File: src/rtl/uart_rx_fifo.sv
`default_nettype none
// +--------------------------------------------------------------------------+
// | uart_rx_fifo : edge-triggered capture of uart_rx words into an FWFT FIFO  |
// | Revision     : 1.0                                                        |
// +--------------------------------------------------------------------------+
module uart_rx_fifo #(
    parameter int DATA_WIDTH = 8,
    parameter int DEPTH_LOG2 = 4
) (
    input  logic                  clk,
    input  logic                  reset,
    input  logic [DATA_WIDTH-1:0] rx_data,
    input  logic                  rx_ready,
    input  logic                  rd_en,
    output logic [DATA_WIDTH-1:0] rd_data,
    output logic                  empty,
    output logic                  full,
    output logic [DEPTH_LOG2:0]   count,
    output logic                  overflow,
    input  logic                  clear_overflow
);

    localparam int                DEPTH   = 1 << DEPTH_LOG2;
    localparam logic [DEPTH_LOG2:0] C_DEPTH = (DEPTH_LOG2 + 1)'(DEPTH);

    logic [DATA_WIDTH-1:0] r_mem [DEPTH];
    logic [DEPTH_LOG2-1:0] r_wr_ptr;
    logic [DEPTH_LOG2-1:0] r_rd_ptr;
    logic [DEPTH_LOG2:0]   r_count;
    logic                  r_rx_ready_q;
    logic                  r_overflow;

    logic                  w_push;
    logic                  w_pop;
    logic                  w_wr_en;
    logic                  w_drop;

    // A push while full is only accepted when a pop frees the head slot in the same cycle.
    assign w_push  = rx_ready & ~r_rx_ready_q;
    assign w_pop   = rd_en & ~empty;
    assign w_wr_en = w_push & (~full | w_pop);
    assign w_drop  = w_push & full & ~w_pop;

    assign empty    = (r_count == '0);
    assign full     = (r_count == C_DEPTH);
    assign count    = r_count;
    assign overflow = r_overflow;
    assign rd_data  = r_mem[r_rd_ptr];

    always_ff @(posedge clk) begin
        if (reset && w_wr_en) begin
            r_mem[r_wr_ptr] <= rx_data;
        end
    end

    // Edge detector comes out of reset high so a ready level held across release does not push.
    always_ff @(posedge clk) begin
        if (!reset) begin
            r_wr_ptr     <= '0;
            r_rd_ptr     <= '0;
            r_count      <= '0;
            r_rx_ready_q <= 1'b1;
            r_overflow   <= 1'b0;
        end else begin
            r_rx_ready_q <= rx_ready;
            if (w_wr_en) begin
                r_wr_ptr <= r_wr_ptr + DEPTH_LOG2'(1);
            end
            if (w_pop) begin
                r_rd_ptr <= r_rd_ptr + DEPTH_LOG2'(1);
            end
            case ({w_wr_en, w_pop})
                2'b10:   r_count <= r_count + (DEPTH_LOG2 + 1)'(1);
                2'b01:   r_count <= r_count - (DEPTH_LOG2 + 1)'(1);
                default: r_count <= r_count;
            endcase
            if (w_drop) begin
                r_overflow <= 1'b1;
            end else if (clear_overflow) begin
                r_overflow <= 1'b0;
            end
        end
    end

endmodule
`default_nettype wire

File: config.mk
export PLATFORM = sky130hd
export DESIGN_NAME = uart_rx_fifo
export DESIGN_NICKNAME = d
export VERILOG_FILES = /design/src/rtl/uart_rx_fifo.sv
export SDC_FILE = /design/constraint.sdc
export NUM_CORES = 1
export LEC_CHECK = 0
export CAP_MARGIN = 10
export CORE_MARGIN = 3
export CORE_UTILIZATION = 64
export DETAILED_ROUTE_END_ITERATION = 16
export HOLD_SLACK_MARGIN = 0.15
export PLACE_DENSITY = 0.84
export SETUP_SLACK_MARGIN = 0.5
export SLEW_MARGIN = 10
export SYNTH_ARGS = -nofsm -noshare
export SYNTH_HDL_FRONTEND = slang
export SYNTH_SLANG_ARGS = --single-unit
File: constraint.sdc
create_clock -name clk -period 4.5 [get_ports clk]
set_input_delay 0.9 -clock clk [delete_from_list [all_inputs] [get_ports clk]]
set_output_delay 0.9 -clock clk [all_outputs]
set_load 0.01 [all_outputs]
==> flow_summary.ini, run 1 <==
[cells_and_area]
fin_area_um2 = 6910
nets = 373
drive_above_1_share_pct = 26.0
num_antenna_cells = 0
area_delta_synth_final_pct = 17.5
multi_input_area_um2 = 1560
fill_cells = 446
fin_cells = 474
final-seq-area_um2 = 4230

[sta]
rsz0062_at_grt = false
finalHoldViolations = 0
period_share_pct = 84.9
worstMarginPinSlew_ns = 1.09
tns_ns = 0
slew_violations = 0
period_needed_ns = 3.82
max_freq_mhz = 262
clock_skew_ns = 0.00612
setup_viol = 0
relSlewSlack_pct = 27.1

[cts]
cts_tree = built
cts_buffers = 17
worstSkewPairLatency_ns = 0.52
cts.reportedPaths.clkPinSlew_ns = 0.06
htreeDepth = 4
post_cts_buffers = 0
clockBufferDepth = 2
clock_sinks = 147
clockRootBuffer = clkbuf_8
cts-hold-fix-buffers = 0
cts_resized = 1

[synthesis]
ys_ff_latch = 147
synthTopCellsByCount = 128 x edfxtp_1, 40 x mux4_2, 27 x nor2_1
synth_cell_types = 41
syn-cell-area_um2 = 5880
yosysMostFrequentCell = edfxtp_1
synth_fp_nets = 328
syn_avg_cell_area_um2 = 19.1
syn_inst = 308
ys_async_sr_fraction_pct = 0
synthTopCellsByArea = edfxtp_1 65%, mux4_2 15%, dfxtp_1 6.5%
synth-edff-count = 128
ys.flop_type = edfxtp_1
ys_seq_area_share_pct = 71.8
synth_top_area_share_pct = 65.4
synth_top_cell_by_area = edfxtp_1
synth_warnings = 0

[pwr]
irDropWorstVdd_mv = 0.334
total_power_mw = 3.65
powerDensity_nw_per_um2 = 528
leakagePower_nw = 2.23

[grt]
grt_max_degree = 33
overflow = 0
grt_use_total_pct = 26.9
antenna_found_initial = 0
grt_pass1_vias = 3264
grt_pass1_wl_um = 19200

[detailed_routing]
postRouteAntennaNets = 0
top_layer_used = met4
vias = 3138
totalWireLength_um = 12700
remaining_drc_errors = 0
wl_met3_um = 951
wl_per_cell_um = 26.8
vias_per_cell = 6.62
drt-initial-drc-count = 392
dr.pass1.iters = 5
met1_length_um = 5090
wl_met2_um = 6260

[run_status]
status = finished clean

[critical_path]
path_cells = buf_4 -> mux4_2 -> mux4_2 -> clkdlybuf4s50_1
cp.arrival_ns = 2.92
required_ns = 3.60
timing.critical_path.mode_cell = mux4_2
critPathKind = flop to output pin
slowest_delay_ns = 0.54
critPathLaunchType = flop
worst_path_max_delay_cell = dfxtp_4
end_kind = output pin
cp_max_fo = 16

[die]
die-height_um = 102
core_region_area_um2 = 8810
initial_core_util_pct = 66.8
io_pins = 29
die_w_um = 102
die_area_um2 = 10400
row_count = 34

[place]
routabilityCongestion = 0.884
dpl.hpwl_um = 7430
dp.cells = 442
io_buffers = 28
place_area_um2 = 6320

[job]
drv_cap = 0

[min_path]
hp-class = flop to flop
final timing paths:
| kind | start | to | slack (ns) | depth (start not counted) |
|---|---|---|---|---|
| setup / recovery | flop | rd_data[7] | 0.68 | 4 |
| hold / removal | overflow$_SDFFE_PN0P_ | overflow$_SDFFE_PN0P_ | 0.48 | 2 |
| setup reg to reg | count[0]$_SDFFE_PN0P_ | count[4]$_SDFFE_PN0P_ | 1.82 | 8 |
| hold reg to reg | overflow$_SDFFE_PN0P_ | overflow$_SDFFE_PN0P_ | 0.48 | 2 |
cell families after synthesis:
group | after synthesis | share of synthesized area, %
AO/OA/AOI/OAI | 22 | 2.94
multiplexers | 46 | 16.4
XOR/XNOR | 5 | 0.745
adder cells (fa/ha/maj) | 7 | 1.49
flip-flops | 147 | 71.8
AND/OR/NAND/NOR | 60 | 4.98
buffers and inverters | 21 | 1.66
flip-flops by register name, summed over array words and instances, names as in the netlist, named ones only:
| name | cells |
|---|---|
| r_mem | 128 |
| count | 5 |
| r_rd_ptr | 4 |
| r_wr_ptr | 4 |
| overflow | 1 |
| r_rx_ready_q | 1 |
worst max-delay path, delay by kind of cell, from the launching register on:
family                 cells  cell delay, ns
DFF                        1            0.54
buffers and inverters      2            0.79
muxes                      2            1.05
per-stage QoR:
step | setup WS (ns) | util (%) | hold WS [ns]
detailed placement | 1.02 | 71.8 | 0.475
global placement | 1.05 | 71.8 | 0.455
floorplan | 1.77 | - | 0.487
CTS | 0.630 | 78.4 | 0.487
global route | 0.547 | 78.4 | 0.527
finish | 0.680 | 78.4 | 0.481
metal layers:
metal / GRT usage [%] / vias up
met5: 0 / -
met4: 12.5 / 0
met2: 42.1 / 184
li1: - / 1336
met1: 36.7 / 1589
met3: 6.14 / 29
final cells by class:
type / count / area share, %
sequential: 147 / 61.2
timing repair buffer: 41 / 5.47
clock inverter: 15 / 2.48
clock buffer: 17 / 6.00
tap: 108 / 1.96
inverter: 6 / 0.326
multi-input combinational: 140 / 22.6
placed cells by master (no fill, tap or decap), drive strengths merged, types with 2 or more instances in the layout:
| cell type | netlist | layout |
|---|---|---|
| nor2 | 27 | 27 |
| mux4 | 40 | 40 |
| nand3 | 6 | 6 |
| clkbuf | 8 | 17 |
| nand2 | 8 | 8 |
| bufinv | 0 | 2 |
| buf | 7 | 13 |
| xnor2 | 2 | 2 |
| xor2 | 3 | 3 |
| o21ai | 6 | 6 |
| a31oi | 2 | 2 |
| inv | 6 | 14 |
| a21oi | 3 | 3 |
| clkinv | 0 | 4 |
| or3 | 3 | 3 |
| nand2b | 5 | 5 |
| ha | 7 | 7 |
| nor3 | 3 | 3 |
| mux2i | 5 | 5 |
| clkdlybuf4s50 | 0 | 28 |
| edfxtp | 128 | 128 |
| o211ai | 4 | 4 |
| dfxtp | 19 | 19 |
| nand3b | 2 | 2 |
| nor3b | 2 | 2 |
where the power goes:
group	internal [mW]	total [mW]	leakage, nW	switching, mW
Clock	0.806	1.39	0.287	0.579
Combinational	0.373	0.675	0.638	0.303
Sequential	1.51	1.59	1.31	0.0741
Total	2.69	3.65	2.23	0.956
Power figures use the tool's default switching activity.
==> inputs of run 2 (changes only) <==
Settings changed: CORE_UTILIZATION 64 to 59, PLACE_DENSITY 0.84 to 0.78.
Clock period 4.5 ns to 3.6 ns, I/O delays scaled along.
==> run 2 against run 1 <==
Net effect: clock power rose by 24%; total power increased by 28%; worst hold slack got worse by 0.0045 ns; sequential power rose by 24%; clock skew grew 0.00053 ns; wire length up 1.8%; via count rose by 2.4%; clock-buffer cell count up 2; first-iteration DRC count down 3.3%.
==> flow_summary.ini, run 2 (same netlist as run 1, synthesis figures left out) <==
[run_status]
status = finished clean

[detailed_routing]
totalWireLength_um = 12900
remaining_drc_errors = 0
drt-initial-drc-count = 379
postRouteAntennaNets = 0
vias_per_cell = 6.29
wl_per_cell_um = 25.3
dr.pass1.iters = 5
vias = 3214

[cells_and_area]
largest_reg_flops = 128
final_common_cell = edfxtp_1
nets = 389
layout_common_cells = 128 x edfxtp_1, 40 x mux4_2, 26 x nor2_1, 23 x buf_4, 20 x clkdlybuf4s50_1
final-seq-area_um2 = 4230
drive_above_1_share_pct = 30.1
post-route-util_pct = 75.1
multi_input_area_um2 = 1560
fill_cells = 534
num_antenna_cells = 0
max_flop_register = r_mem
area_delta_synth_final_pct = 20.8

[pwr]
powerDensity_nw_per_um2 = 658
irDropWorstVdd_mv = 0.394
leakagePower_nw = 2.33

[critical_path]
regToRegSetupSlack_ns = 0.90
critPathLaunchType = flop
reg2reg_to = count[4]$_SDFFE_PN0P_
reg2reg_depth = 8
end_kind = output pin
critPathKind = flop to output pin
cp_max_fo = 11
cp.arrival_ns = 2.42
required_ns = 2.88
worstReg2RegStart = count[0]$_SDFFE_PN0P_
cp-endpoint = rd_data[5]

[cts]
clockBufferDepth = 2
cts_buffers = 17
worstSkewPairLatency_ns = 0.52
cts_tree = built
htreeDepth = 4
cts.reportedPaths.clkPinSlew_ns = 0.06
clock_sinks = 147
clockRootBuffer = clkbuf_8

[min_path]
hold_start = overflow$_SDFFE_PN0P_
hp-class = flop to flop

[die]
die-height_um = 106
die_area_um2 = 11200
initial_core_util_pct = 62.2
core_region_area_um2 = 9460
io_pins = 29
row_count = 35
die_w_um = 106

[sta]
clock_skew_ns = 0.00665
setup_viol = 0
fin_hold_ws_ns = 0.477
relSlewSlack_pct = 45.5
period_needed_ns = 3.14
worstMarginPinSlew_ns = 0.815
period_share_pct = 87.3
rsz0062_at_grt = true
finalHoldViolations = 0
max_freq_mhz = 318
tns_ns = 0
slew_violations = 0

[place]
io_buffers = 28
dpl.hpwl_um = 7410
routabilityCongestion = 0.812

[grt]
antenna_found_initial = 0
grt_pass1_wl_um = 20100
grt_max_degree = 33
grt_use_total_pct = 25.2
overflow = 0
grt_pass1_vias = 3332

[job]
drv_cap = 0
[run 2: cell count changes in the layout (fill, tap and decap cells not counted), sizes merged, moves of 3 or more]
cell,delta
clkbuf,+3
inv,-8
buf,+20
clkdlybuf4s50,-8
dlygate4sd2,+3
clkinvlp,+3
[run 2: timing repair]
| item | in CTS | in global routing |
|---|---|---|
| cloned | 0 | 0 |
| resized for setup | 25 | 4 |
| pin swaps | 0 | 1 |
| hold buffers | 0 | 0 |
| setup endpoints to repair | 8 | 9 |
| buffers inserted | 8 | 4 |
[run 2: worst min path at each step]
| stage | to | depth (start not counted) |
|---|---|---|
| floorplan | r_wr_ptr[3]$_SDFFE_PN0N_ | 2 |
| global placement | overflow$_SDFFE_PN0P_ | 2 |
| detailed placement | overflow$_SDFFE_PN0P_ | 2 |
| CTS | overflow$_SDFFE_PN0P_ | 2 |
| global route | overflow$_SDFFE_PN0P_ | 2 |
| finish | overflow$_SDFFE_PN0P_ | 2 |
[run 2: power by group]
group          total, mW  internal (mW)  switching [mW]  leakage (nW)
registers           1.97           1.89          0.0766          1.31
logic              0.978          0.543           0.435         0.748
clock network       1.72           1.05           0.669         0.274
total               4.67           3.49            1.18          2.33
[run 2: per-stage QoR]
step	instance area [um^2]	std cells	setup WS (ns)	total power, mW
6_report	7100	511	0.459	4.67
5_1_grt	7100	511	0.386	4.84
4_1_cts	7060	507	0.457	4.65
3_5_place_dp	6400	467	0.364	2.90
3_3_place_gp	6400	467	0.417	2.87
2_1_floorplan	5880	308	1.03	2.61
[run 2: worst max-delay path, stage by stage (launching register included)]
cell,delay (ns)
dfxtp_4,0.41
buf_12,0.16
mux4_2,0.54
mux4_2,0.49
dlygate4sd2_1,0.30
[run 2: metal layers]
metal | routed length [um] | global-route usage (%)
met1 | 4990 | 35.3
met2 | 6570 | 39.6
met3 | 1090 | 5.33
met4 | 295 | 10.1
met5 | 0 | 0
[run 2: area by class of cell]
cell class / instances / area share (%)
sequential: 147 / 59.5
multi-input combinational: 140 / 22.0
timing repair buffer: 57 / 7.68
clock buffer: 19 / 5.94
clock inverter: 13 / 2.27
tap: 129 / 2.27
inverter: 6 / 0.317
==> inputs of run 3 (changes only) <==
Settings changed: CORE_MARGIN 3 to default, SLEW_MARGIN 10 to 0.
==> run 3 against run 2 <==
Net effect: clock power grew 14%; non-clock buffer count shrank 2; sequential power is essentially flat; maximum frequency grew 1.9%; worst hold slack lost 0.0029 ns; register-to-register slack gained 0.06 ns; largest cell class unchanged.
==> flow_summary.ini, run 3 (same netlist as run 1, synthesis figures left out) <==
[run_status]
status = finished clean

[place]
dpl.hpwl_um = 7520
io_buffers = 28
place_area_um2 = 6430
routabilityCongestion = 0.881

[cts]
clock_sinks = 147
cts.reportedPaths.clkPinSlew_ns = 0.06
cts-hold-fix-buffers = 0
clockRootBuffer = clkbuf_8
cts_tree = built
worstSkewPairLatency_ns = 0.52
htreeDepth = 4
clockBufferDepth = 2
cts_buffers = 17

[cells_and_area]
multi_input_area_um2 = 1560
fin_area_um2 = 7220
final_common_cell = edfxtp_1
final-seq-area_um2 = 4230
largest_reg_flops = 128
layout_common_cells = 128 x edfxtp_1, 40 x mux4_2, 27 x nor2_1, 20 x clkdlybuf4s50_1, 19 x buf_4
num_antenna_cells = 0
nets = 387
max_flop_register = r_mem
drive_above_1_share_pct = 30.8
area_delta_synth_final_pct = 22.8
fill_cells = 581

[sta]
tns_ns = 0
clock_skew_ns = 0.0108
worstMarginPinSlew_ns = 0.709
setup_viol = 0
period_share_pct = 85.6
slew_violations = 0
relSlewSlack_pct = 52.7
max_freq_mhz = 324
fin_hold_ws_ns = 0.474
period_needed_ns = 3.08
rsz0062_at_grt = true
finalHoldViolations = 0

[pwr]
irDropWorstVdd_mv = 0.612
powerDensity_nw_per_um2 = 682
power_frac_seq_pct = 40.0
switching_power_mw = 1.20
sw_frac_of_total_pct = 24.4
combPwrFrac_pct = 20.2
p_int_mw = 3.72
leakagePower_nw = 2.38
power.share.clock_pct = 39.9

[critical_path]
path_cells = buf_12 -> buf_16 -> mux4_2 -> mux4_2 -> buf_2
required_ns = 2.88
critPathLaunchType = flop
regToRegSetupSlack_ns = 0.96
reg2reg_to = count[4]$_SDFFE_PN0P_
critPathKind = flop to output pin
worstReg2RegStart = count[0]$_SDFFE_PN0P_
reg2reg_depth = 8
timing.critical_path.mode_cell = mux4_2
worst_path_max_delay_cell = mux4_2
cp.arrival_ns = 2.36
slowest_delay_ns = 0.51
end_kind = output pin
cp_max_fo = 6

[die]
initial_core_util_pct = 60.4
io_pins = 29
die_w_um = 102
die-height_um = 102
die_area_um2 = 10400
row_count = 36
core_region_area_um2 = 9730

[min_path]
min_to = overflow$_SDFFE_PN0P_
whs_path_depth = 2
hp-class = flop to flop
hold_start = overflow$_SDFFE_PN0P_

[grt]
grt_max_degree = 33
grt_pass1_wl_um = 19100
grt_pass1_vias = 3276
antenna_found_initial = 0
grt_use_total_pct = 27.4
overflow = 0

[detailed_routing]
drt-initial-drc-count = 282
totalWireLength_um = 12800
postRouteAntennaNets = 0
remaining_drc_errors = 0
vias = 3114
dr.pass1.iters = 4
vias_per_cell = 6.07
wl_per_cell_um = 24.9

[job]
drv_cap = 0
## run 3: cell count changes in the layout (fill, tap and decap cells not counted), moves of 2 or more
| cell | before | now |
|---|---|---|
| buf_6 | 5 | 7 |
| inv_6 | 0 | 3 |
| buf_2 | 1 | 3 |
| dlygate4sd2_1 | 3 | 0 |
| clkinv_2 | 3 | 1 |
| bufinv_16 | 3 | 6 |
| clkinvlp_4 | 4 | 2 |
| buf_16 | 0 | 3 |
| clkbuf_1 | 2 | 0 |
| buf_4 | 23 | 19 |
## run 3: worst max-delay path by stage
| stage | endpoint | slack (ns) | cells after the start |
|---|---|---|---|
| 2_1_floorplan | count[4]$_SDFFE_PN0P_ | 1.03 | 10 |
| 3_3_place_gp | count[4]$_SDFFE_PN0P_ | 0.72 | 9 |
| 3_5_place_dp | count[4]$_SDFFE_PN0P_ | 0.68 | 9 |
| 4_1_cts | rd_data[6] | 0.42 | 5 |
| 5_1_grt | rd_data[4] | 0.45 | 5 |
| 6_report | rd_data[7] | 0.52 | 5 |
## run 3: cell type report
cell class	count	share of cell area [%]
sequential	147	58.5
multi-input combinational	140	21.6
timing repair buffer	55	8.02
clock buffer	17	5.73
clock inverter	15	3.50
tap	133	2.30
inverter	6	0.312
## run 3: repair_timing
| item | 4_1_cts | 5_1_grt |
|---|---|---|
| resized for setup | 38 | 8 |
| gates cloned | 3 | 0 |
| setup endpoints to repair | 8 | 9 |
| pin swaps | 0 | 1 |
| buffers inserted | 2 | 0 |
| endpoints found under the hold margin | 0 | 0 |
## run 3: worst max-delay path: cells and delay by family (launching register included)
kind     cells  cell delay (ns)
buf+inv      3             0.43
flops        1             0.41
mux          2             1.01
## run 3: stage by stage
| step | setup WS, ns | std cells | power, mW | utilization [%] |
|---|---|---|---|---|
| final | 0.517 | 513 | 4.92 | 74.2 |
| after global placement | 0.719 | 476 | 2.87 | 66.1 |
| after detailed placement | 0.678 | 476 | 2.88 | 66.1 |
| after floorplan | 1.03 | 308 | 2.61 | - |
| after global routing | 0.447 | 513 | 5.10 | 74.2 |
| after CTS | 0.419 | 513 | 4.93 | 74.0 |
## run 3: per-layer routing
layer	share of wire, %	track usage, %
met5	0	0
met3	6.3	7.39
met1	39	34.8
met4	1.6	11.1
met2	53	45.4
## run 3: power by group through the flow
| stage | logic [mW] | registers (mW) | clock network, mW |
|---|---|---|---|
| 3_3_place_gp | 0.879 | 1.99 | 0 |
| 6_report | 0.992 | 1.97 | 1.96 |
| 5_1_grt | 1.07 | 1.98 | 2.06 |
| 2_1_floorplan | 0.634 | 1.97 | 0 |
| 4_1_cts | 0.986 | 1.97 | 1.97 |
| 3_5_place_dp | 0.890 | 1.99 | 0 |
